--- src/rtl/keypad_pkg.sv ---
// -----------------------------------------------------------------------------
// keypad_pkg
// Shared types and helpers for the matrix keypad scanner.
//   kp_state_t   : scanner FSM states
//   SYNC_STAGES  : depth of the row-input synchroniser
//   lowest_set() : index of the lowest set bit of an 8-bit vector (0 if none)
// -----------------------------------------------------------------------------
package keypad_pkg;

   typedef enum logic [1:0] {
      SCAN     = 2'd0,
      DEBOUNCE = 2'd1,
      PRESSED  = 2'd2,
      RELEASE  = 2'd3
   } kp_state_t;

   localparam int SYNC_STAGES = 2;

   // Priority encoder, lowest index wins. Walking from the top down lets the
   // last (lowest) set bit overwrite any higher one.
   function automatic logic [2:0] lowest_set(input logic [7:0] v);
      logic [2:0] idx;
      idx = 3'd0;
      for (int i = 7; i >= 0; i--) begin
         if (v[i]) idx = 3'(i);
      end
      return idx;
   endfunction

endpackage

--- src/rtl/keypad_sync.sv ---
// -----------------------------------------------------------------------------
// keypad_sync
// Multi-flop synchroniser for asynchronous keypad rows. Every stage resets to
// all ones, matching idle (pulled-up, active-low) rows.
//   clk  in      system clock
//   rst  in      synchronous active-high reset
//   d    in  W   asynchronous input
//   q    out W   synchronised output (last stage)
// -----------------------------------------------------------------------------
module keypad_sync
   import keypad_pkg::*;
#(
   parameter int WIDTH  = 4,
   parameter int STAGES = SYNC_STAGES
) (
   input  logic             clk,
   input  logic             rst,
   input  logic [WIDTH-1:0] d,
   output logic [WIDTH-1:0] q
);

   logic [WIDTH-1:0] stage [STAGES];

   always_ff @(posedge clk) begin
      if (rst) begin
         // NOTE: this flop array is a pipeline, not a RAM, so every entry is
         // reset; otherwise a stale low could appear as a key press after reset.
         for (int i = 0; i < STAGES; i++) stage[i] <= '1;
      end else begin
         // NOTE: non-blocking assignments make each stage take the previous
         // stage's old value; blocking here would collapse the chain to one flop.
         stage[0] <= d;
         for (int i = 1; i < STAGES; i++) stage[i] <= stage[i-1];
      end
   end

   assign q = stage[STAGES-1];

endmodule

--- src/rtl/keypad_scanner.sv ---
// -----------------------------------------------------------------------------
// keypad_scanner
// Parametrised matrix-keypad scanner. Drives one active-low column at a time,
// samples synchronised active-low rows once per column dwell, debounces press
// and release, and delivers each key code once over valid/ready.
//   clk        in           system clock
//   rst        in           synchronous active-high reset
//   row_n      in  ROWS     keypad rows, active low, asynchronous
//   col_n      out COLS     column drive, active low, at most one bit low
//   key_code   out CODE_W   accepted key, row*COLS + col
//   key_valid  out          key_code holds an unconsumed key
//   key_ready  in           consumer takes key_code when key_valid && key_ready
//   key_held   out          a debounced key is currently pressed
//   overrun    out          1-cycle pulse: new key dropped, previous unconsumed
// -----------------------------------------------------------------------------
module keypad_scanner
   import keypad_pkg::*;
#(
   parameter int ROWS         = 4,
   parameter int COLS         = 4,
   parameter int SCAN_DIV     = 1000,
   parameter int DEBOUNCE_CNT = 3,
   parameter int CODE_W       = $clog2(ROWS*COLS)
) (
   input  logic              clk,
   input  logic              rst,
   input  logic [ROWS-1:0]   row_n,
   output logic [COLS-1:0]   col_n,
   output logic [CODE_W-1:0] key_code,
   output logic              key_valid,
   input  logic              key_ready,
   output logic              key_held,
   output logic              overrun
);

   localparam int ROW_W = (ROWS > 1) ? $clog2(ROWS) : 1;
   localparam int COL_W = (COLS > 1) ? $clog2(COLS) : 1;
   localparam int DIV_W = $clog2(SCAN_DIV);

   localparam logic [DIV_W-1:0] DWELL_LAST = DIV_W'(SCAN_DIV - 1);
   localparam logic [COL_W-1:0] COL_LAST   = COL_W'(COLS - 1);
   localparam logic [3:0]       DEB_TARGET = 4'(DEBOUNCE_CNT);

   logic [ROWS-1:0]  rows_s;
   logic             run;        // low in reset and the first edge after, keeps col_n idle
   logic [DIV_W-1:0] dwell;
   logic [COL_W-1:0] col_idx, col_nx, col_next;
   logic [ROW_W-1:0] row_lat, row_nx;
   logic [3:0]       deb_cnt, deb_nx;
   kp_state_t        state, state_nx;
   logic             sample, row_high, accept, release_done;

   keypad_sync #(
      .WIDTH (ROWS),
      .STAGES(SYNC_STAGES)
   ) u_sync (
      .clk(clk),
      .rst(rst),
      .d  (row_n),
      .q  (rows_s)
   );

   assign sample   = run && (dwell == DWELL_LAST);
   assign row_high = rows_s[row_lat];
   assign col_next = (col_idx == COL_LAST) ? '0 : col_idx + 1'b1;

   always_comb begin
      col_n = '1;
      if (run) col_n[col_idx] = 1'b0;
   end

   always_comb begin
      // NOTE: every output gets a default first so no path leaves one
      // unassigned, which would otherwise infer a latch.
      state_nx     = state;
      deb_nx       = deb_cnt;
      col_nx       = col_idx;
      row_nx       = row_lat;
      accept       = 1'b0;
      release_done = 1'b0;
      case (state)
         SCAN: begin
            if (sample) begin
               if (&rows_s) begin
                  col_nx = col_next;
               end else begin
                  // Column stays where it is; it is the latched column.
                  row_nx = ROW_W'(lowest_set(8'(~rows_s)));
                  deb_nx = 4'd1;
                  if (DEB_TARGET == 4'd1) begin
                     state_nx = PRESSED;
                     accept   = 1'b1;
                  end else begin
                     state_nx = DEBOUNCE;
                  end
               end
            end
         end
         DEBOUNCE: begin
            if (sample) begin
               if (!row_high) begin
                  deb_nx = deb_cnt + 4'd1;
                  if (deb_cnt + 4'd1 == DEB_TARGET) begin
                     state_nx = PRESSED;
                     accept   = 1'b1;
                  end
               end else begin
                  state_nx = SCAN;
                  col_nx   = col_next;
               end
            end
         end
         PRESSED: begin
            state_nx = RELEASE;
            deb_nx   = 4'd0;
         end
         RELEASE: begin
            if (sample) begin
               if (row_high) begin
                  deb_nx = deb_cnt + 4'd1;
                  if (deb_cnt + 4'd1 == DEB_TARGET) begin
                     deb_nx       = 4'd0;
                     state_nx     = SCAN;
                     col_nx       = col_next;
                     release_done = 1'b1;
                  end
               end else begin
                  deb_nx = 4'd0;
               end
            end
         end
         default: state_nx = SCAN;
      endcase
   end

   // Key outputs are loaded on the edge that enters PRESSED, so key_valid is
   // visible in the PRESSED cycle, one cycle after the final debounce sample.
   always_ff @(posedge clk) begin
      if (rst) begin
         run       <= 1'b0;
         dwell     <= '0;
         col_idx   <= '0;
         row_lat   <= '0;
         deb_cnt   <= '0;
         state     <= SCAN;
         key_code  <= '0;
         key_valid <= 1'b0;
         key_held  <= 1'b0;
         overrun   <= 1'b0;
      end else begin
         run     <= 1'b1;
         dwell   <= (!run || dwell == DWELL_LAST) ? '0 : dwell + 1'b1;
         col_idx <= col_nx;
         row_lat <= row_nx;
         deb_cnt <= deb_nx;
         state   <= state_nx;
         overrun <= 1'b0;

         if (key_valid && key_ready) key_valid <= 1'b0;

         if (accept) begin
            key_held <= 1'b1;
            if (key_valid && !key_ready) begin
               overrun <= 1'b1;   // previous key still pending: drop the new one
            end else begin
               key_code  <= CODE_W'(row_nx) * CODE_W'(COLS) + CODE_W'(col_idx);
               key_valid <= 1'b1;
            end
         end

         if (release_done) key_held <= 1'b0;
      end
   end

endmodule

--- config.mk ---
export PLATFORM = sky130hd
export DESIGN_NAME = keypad_scanner
export DESIGN_NICKNAME = d
export VERILOG_FILES = /design/src/rtl/keypad_pkg.sv /design/src/rtl/keypad_sync.sv /design/src/rtl/keypad_scanner.sv
export SDC_FILE = /design/constraint.sdc
export NUM_CORES = 1
export LEC_CHECK = 0
export CORE_MARGIN = 2
export CORE_UTILIZATION = 42
export DETAILED_ROUTE_END_ITERATION = 8
export HOLD_SLACK_MARGIN = 0.02
export PLACE_DENSITY = 0.65
export SYNTH_ARGS = -nofsm -noshare
export SYNTH_HDL_FRONTEND = slang
export SYNTH_SLANG_ARGS = --single-unit
--- constraint.sdc ---
create_clock -name clk -period 6.09 [get_ports clk]
set_clock_uncertainty 0.1 [all_clocks]
set_input_delay 0.9135 -clock clk [delete_from_list [all_inputs] [get_ports clk]]
set_output_delay 0.9135 -clock clk [all_outputs]
set_load 0.005 [all_outputs]
==> summary.md, run 1 <==
| Metric | Value |
|---|---|
| Routability congestion estimate | `around 0.83` |
| Routed WL | `~3400 um` |
| Worst VDD drop | `0.000114 V` |
| Setup TNS after final layout | `0 ns` |
| Rel. slew slack | `a little under half` |
| Fmax | `about 360 MHz` |
| Main synth FF type | `dfxtp_1` |
| Cell Area, Placed | `about 1900 um2` |
| Via count of the first global-routing pass | `1243` |
| Nets | `214` |
| Post-synth EDFFs | `0` |
| # setup viols final | `0` |
| Most common cell after layout, fill and taps aside | `dfxtp_1` |
| CP Buf/Inv Count | `2` |
| Setup WS post-layout | `3.34 ns` |
| R2R setup slack | `between 3 and 4 ns` |
| Final Util | `50.6%` |
| Register area share after synthesis | `between 40% and 50%` |
| RR Startpoint | `dwell[0]$_SDFF_PP0_` |
| Row cnt | `23` |
| Grt total ovfl | `0` |
| Final period utilization | `between 40 and 50%` |
| Detailed-route DRC error count | `0` |
| Setup bufs post-CTS | `0` |
| Number of synthesized register bits | `36` |
| TritonCTS clock tree | `done` |
| Critical path origin | `rst` |
| Crit-path max cell delay | `slightly below 1 ns` |
| Gr usage total | `16.3%` |
| Reg2Reg Depth | `6` |
| Critical path's top delay family | `buffers and inverters` |
| Design area | `approximately 2000 um2` |
| Die W | `~70 um` |
| Mapped Cells | `180` |
| Stages on the worst setup path | `4` |
| Layout cells sized above 1 | `15.0%` |
| Clock Tree Buf Depth | `2` |
| Clock buffer count from CTS | `5` |
| # diodes | `0` |
| Synth async-reset ratio | `0%` |
| Antenna violations before repair | `0` |
| Hold_buf cts | `0` |
| Top post-synthesis cells by area | `dfxtp_1 (42%), ha_1 (5.1%), nor2_1 (4.1%)` |
| Area delta synth->final | `16.8%` |
| Synth Area per Inst | `9.63 um2` |
| Fin. Hold Viols | `0` |
| WL/cell | `roughly 14 um` |
| Commonest cells after routing, fill and taps aside | `dfxtp_1 (36), nor2_1 (19), clkdlybuf4s50_1 (17)` |
| Critical-path top delay cell | `clkdlybuf4s50_1` |
| Pwr/cell area | `roughly 210 nW/um2` |
| Max-cap violations | `0` |
| First-pass GRT wire length | `around 5500 um` |
| CP Launch Type | `input port` |
| Via density | `between 5 and 6` |
| H-tree levels | `2` |
| First-pass DRT Iterations | `4` |
| Leakage | `between 0.7 and 0.8 nW` |
| Hold WS | `between 0.3 and 0.4 ns` |
| Status | `finished, final reports clean` |
| Core Area | `~4000 um2` |
| Hpwl dp | `around 2500 um` |
| CTS Sinks | `36` |
| Max Slew Vio Count | `0` |
| Crit path capture type | `register` |
| Synth top area share | `between 40 and 50%` |
| Worst path arrival time | `between 2 and 3 ns` |
| # IOs | `18` |
| Final min period | `~2.8 ns` |
| Die height | `slightly below 70 um` |
| Least-Margin Pin Slew | `a little under 0.8 ns` |
| Syn_nets | `between 150 and 200` |
| Die Footprint | `~4700 um2` |
| Worst Path Required | `around 6.1 ns` |
| Clk_lat worst skew | `0.29 ns` |
| Via count | `between 1000 and 1500` |
| Initial Util | `43.4%` |
| CTS resizes | `0` |
| Distinct cells, synth | `between 50 and 60` |
| Port bufs | `17` |
| Largest net degree at the start of global routing | `24` |
| RSZ-0062 raised after global routing | `false` |
| Clock root cell | `clkbuf_8` |
| Worst R2R End | `key_code[3]$_SDFFE_PP0P_` |
| Antenna-violating nets left | `0` |
| Hold WC Path Type | `reg2reg` |
| CP max FO | `23` |
| Crit path kind | `in2reg` |
| End point of the critical path | `dwell[2]$_SDFF_PP0_` |
| Cells along the critical path | `clkdlybuf4s50_1 > clkinv_1 > o311ai_2 > nor2_1` |
| Dpl ws | `between 3 and 4 ns` |
| Leading area contributor after synthesis | `dfxtp_1` |
| First DRT Iteration DRCs | `111` |
| Worst-path clk slew | `approximately 0.070 ns` |
| Mapped cell area | `between 1500 and 2000 um2` |
| Number of synthesis warnings | `0` |
==> worst min path at each step <==
stage | from | endpoint | slack (ns) | cells past startpoint
5_1_grt | u_sync.stage[0][1]$_SDFF_PP1_ | u_sync.stage[0][5]$_SDFF_PP1_ | 0.34 | 1
2_1_floorplan | u_sync.stage[0][0]$_SDFF_PP1_ | u_sync.stage[0][4]$_SDFF_PP1_ | 0.29 | 1
3_3_place_gp | u_sync.stage[0][2]$_SDFF_PP1_ | u_sync.stage[0][6]$_SDFF_PP1_ | 0.29 | 1
3_5_place_dp | u_sync.stage[0][3]$_SDFF_PP1_ | u_sync.stage[0][7]$_SDFF_PP1_ | 0.29 | 1
6_report | u_sync.stage[0][3]$_SDFF_PP1_ | u_sync.stage[0][7]$_SDFF_PP1_ | 0.31 | 1
4_1_cts | u_sync.stage[0][3]$_SDFF_PP1_ | u_sync.stage[0][7]$_SDFF_PP1_ | 0.31 | 1
==> kinds of logic (layout without fill, tap and decap cells) <==
family / after synthesis / after routing / synth area share (%)
xor+xnor: 8 / 8 / 4.04
flops: 36 / 36 / 41.6
mux: 7 / 7 / 4.91
fa+ha+maj: 8 / 8 / 5.63
simple gates: 78 / 78 / 26.5
buf+inv: 13 / 33 / 3.25
compound gates: 30 / 30 / 14.1
==> synthesized netlist by cell type (4+ instances only) <==
library cell and instances:
inv_1 8, dfxtp_1 36, and3_1 5, xnor2_1 4
xor2_1 4, nand2_1 14, o21ai_0 6, mux2i_1 4
nand3_1 9, nor2_1 19, or2_2 8, a21oi_1 7
ha_1 7
==> stage by stage <==
step / power (mW) / instances
after floorplan: 0.261 / 180
after global placement: 0.269 / 243
after detailed placement: 0.270 / 243
after CTS: 0.431 / 250
after global routing: 0.444 / 250
final: 0.428 / 250
==> state kept, by name (all words and copies together), names as in the netlist, named ones only <==
name and cells:
state 1, dwell 10, key_held 1, key_code 4
row_lat 2, overrun 1, key_valid 1, col_idx 2
u_sync.stage 8, run 1, deb_cnt 4
==> routing by layer <==
layer | vias up | GRT usage [%] | part of all wire, %
met5 | - | 0 | 0
met4 | 0 | 7.75 | 2.2
met3 | 8 | 5.43 | 3.8
met1 | 627 | 18.4 | 45
li1 | 679 | - | -
met2 | 25 | 27.4 | 49
==> layout make-up <==
type | count | area, um2
Tap cell | 50 | 62.6
Fill cell | 356 | 1970
Inverter | 9 | 33.8
Multi-Input combinational cell | 131 | 957
Clock inverter | 2 | 12.5
Clock buffer | 5 | 68.8
Sequential cell | 36 | 721
Timing Repair Buffer | 17 | 170
==> report_power, final <==
group	leakage, nW	total (mW)	switching, mW	internal, mW
clock	0.0400	0.163	0.0857	0.0773
sequential	0.293	0.243	0.00336	0.239
combinational	0.433	0.0219	0.00953	0.0123
total	0.765	0.428	0.0986	0.329
Note: power is estimated with default switching activity, not from simulation.
==> inputs of run 2 (changes only) <==
--- a/config.mk
+++ b/config.mk
@@ -9,7 +9,7 @@
 export CORE_UTILIZATION = 42
 export DETAILED_ROUTE_END_ITERATION = 8
 export HOLD_SLACK_MARGIN = 0.02
-export PLACE_DENSITY = 0.65
+export PLACE_DENSITY = 0.67
 export SYNTH_ARGS = -nofsm -noshare
 export SYNTH_HDL_FRONTEND = slang
 export SYNTH_SLANG_ARGS = --single-unit
==> constraint.sdc (replaced) <==
create_clock -name clk -period 2.39 [get_ports clk]
set_clock_uncertainty 0.1 [all_clocks]
set_input_delay 0.3585 -clock clk [delete_from_list [all_inputs] [get_ports clk]]
set_output_delay 0.3585 -clock clk [all_outputs]
set_load 0.005 [all_outputs]
==> summary.md, run 2 (synthesis gave the netlist of run 1 again) <==
| Metric | Value |
|---|---|
| Via count of the first global-routing pass | `1301 (+4.7%)` |
| Final Total Pwr | `1.08 mW (+150%)` |
| First-pass DRT Iterations | `4 (unchanged)` |
| H-tree levels | `2 (unchanged)` |
| Clock root cell | `clkbuf_8` |
| Hold_buf cts | `0 (unchanged)` |
| Max Slew Vio Count | `0 (unchanged)` |
| Final period utilization | `between 90 and 100%` |
| Fillers | `374 (+5.1%)` |
| Gr usage total | `16.5% (+0.18 points)` |
| Leakage | `0.776 nW (+1.3%)` |
| Hold WS | `0.314 ns (+0.00339 ns)` |
| Crit-path max cell delay | `0.51 ns (-0.47 ns)` |
| Antenna-violating nets left | `0 (unchanged)` |
| Setup TNS after final layout | `0 ns (unchanged)` |
| R2R setup slack | `0.19 ns (-3.66 ns)` |
| Commonest cells after routing, fill and taps aside | `dfxtp_1 (36), nor2_1 (19), clkdlybuf4s50_1 (17)` |
| Largest reg by FF count | `dwell` |
| Nets | `216 (+0.93%)` |
| Routed WL | `3380 um (-0.88%)` |
| Pwr/cell area | `528 nW/um2 (+150%)` |
| Reg2Reg Depth | `6 (unchanged)` |
| RR Startpoint | `deb_cnt[0]$_SDFFE_PP0P_` |
| Area delta synth->final | `17.7%` |
| Fin. Hold Viols | `0 (unchanged)` |
| Setup bufs post-CTS | `0 (unchanged)` |
| Rel. slew slack | `51.7% (+4.4 points)` |
| Max-cap violations | `0 (unchanged)` |
| Max FFs per register | `10 (unchanged)` |
| Critical path's top delay family | `simple AND/OR/NAND/NOR gates` |
| First-pass GRT wire length | `5680 um (+2.4%)` |
| Top flop regs | `dwell: 10 flops, u_sync.stage: 8 flops` |
| Hold path cells | `1 (unchanged)` |
| Die W | `68.3 um (unchanged)` |
| Hold WC Path Type | `reg2reg` |
| Area occupied by registers | `721 um2 (unchanged)` |
| Largest net degree at the start of global routing | `23 (-4.2%)` |
| Clk_lat worst skew | `0.28 ns (about the same)` |
| Initial Util | `43.4% (unchanged)` |
| RSZ-0062 raised after global routing | `false` |
| Multi-input logic area | `957 um2 (unchanged)` |
| Via count | `1395 (+4.2%)` |
| Core Area | `4000 um2 (unchanged)` |
| Port bufs | `17 (unchanged)` |
| Worst VDD drop | `0.000305 V (+170%)` |
| Setup WS post-layout | `0.186 ns (-3.15 ns)` |
| Crit path kind | `reg2reg` |
| Worst R2R End | `col_idx[0]$_SDFFE_PP0P_` |
| CTS Sinks | `36 (unchanged)` |
| Dpl ws | `0.230 ns (-2.78 ns)` |
| # IOs | `18 (unchanged)` |
| Critical-path top delay cell | `or4b_4` |
| Worst-path clk slew | `0.07 ns (about the same)` |
| Hold Startpoint | `u_sync.stage[0][0]$_SDFF_PP1_` |
| Antenna violations before repair | `0 (unchanged)` |
| Via density | `5.54 (+3.4%)` |
| Fmax | `454 MHz` |
| Worst Path Required | `2.50 ns (-3.64 ns)` |
| CP max FO | `9 (-61%)` |
| Worst path arrival time | `2.31 ns (-0.50 ns)` |
| Hpwl dp | `2490 um (+0.85%)` |
| Least-Margin Pin Slew | `0.723 ns (-0.0643 ns)` |
| Row cnt | `23 (unchanged)` |
| Grt total ovfl | `0 (unchanged)` |
| # setup viols final | `0 (unchanged)` |
| TritonCTS clock tree | `done` |
| Clock Tree Buf Depth | `2 (unchanged)` |
| CP Buf/Inv Count | `0 (-2)` |
| Die Footprint | `4660 um2 (unchanged)` |
| Clock buffer count from CTS | `5 (unchanged)` |
| First DRT Iteration DRCs | `94 (-15%)` |
| # diodes | `0 (unchanged)` |
| Hold Path End | `u_sync.stage[0][4]$_SDFF_PP1_` |
| Most common cell after layout, fill and taps aside | `dfxtp_1` |
| Detailed-route DRC error count | `0 (unchanged)` |
| Status | `finished, final reports clean` |
| CTS resizes | `0 (unchanged)` |
| Layout cells sized above 1 | `15.8% (+0.84 points)` |
| Crit path capture type | `register` |
| Routability congestion estimate | `0.784 (-6.1%)` |
| Final min period | `between 2 and 2.5 ns` |
| WL/cell | `13.4 um (-1.7%)` |
| Cells along the critical path | `ha_1 > or4b_4 > o31ai_4 > a31oi_2 > or4_1 > a21oi_1` |
| Die height | `68.3 um (unchanged)` |
| Final Util | `51.0% (+0.38 points)` |
| CP Launch Type | `register` |
| Stages on the worst setup path | `6 (+2)` |
==> run 2: changes by cell type in the layout (fill, tap and decap cells not counted), sizes merged <==
cell,previous run,this run
buf,0,2
==> run 2: how the worst max path moves through the flow <==
stage                             from                      end  slack (ns)
6_report       deb_cnt[0]$_SDFFE_PP0P_  col_idx[0]$_SDFFE_PP0P_        0.19
5_1_grt        deb_cnt[1]$_SDFFE_PP0P_  col_idx[0]$_SDFFE_PP0P_        0.08
4_1_cts        deb_cnt[0]$_SDFFE_PP0P_  col_idx[0]$_SDFFE_PP0P_        0.21
3_5_place_dp   deb_cnt[0]$_SDFFE_PP0P_  col_idx[0]$_SDFFE_PP0P_        0.23
3_3_place_gp   deb_cnt[0]$_SDFFE_PP0P_  col_idx[0]$_SDFFE_PP0P_        0.31
2_1_floorplan  deb_cnt[0]$_SDFFE_PP0P_  col_idx[0]$_SDFFE_PP0P_        0.37
==> run 2: power breakdown <==
group / switching, mW / internal (mW) / total (mW)
Clock: 0.204 / 0.197 / 0.401
Combinational: 0.0247 / 0.0325 / 0.0572
Sequential: 0.00859 / 0.610 / 0.619
Total: 0.237 / 0.840 / 1.08
==> run 2: cell type report <==
class / count / area share, %
multi-input cells: 131 / 46.9
flip-flops and latches: 36 / 35.3
repair buffers: 19 / 9.07
inverters: 9 / 1.66
well taps: 50 / 3.07
clock buffers: 5 / 3.37
clock inverters: 2 / 0.613
==> run 2: stage by stage <==
stage          cell area [um2]  cells
2_1_floorplan             1730    180
3_3_place_gp              1960    245
3_5_place_dp              1960    245
4_1_cts                   2040    252
5_1_grt                   2040    252
6_report                  2040    252
==> run 2: worst register-to-register path, delay by kind of cell, from the launching register on <==
kind,cells,cell delay [ns]
AO/OA/AOI/OAI,3,0.48
AND/OR/NAND/NOR,2,0.94
adder cells (fa/ha/maj),1,0.26
flip-flops,1,0.36
==> run 2: metal layers <==
metal | track usage (%) | wire length [um] | up-vias
met5 | 0 | 0 | -
met1 | 19.9 | 1560 | 661
met3 | 3.95 | 142 | 5
met4 | 8.25 | 46 | 0
met2 | 27.2 | 1640 | 40
li1 | - | - | 689
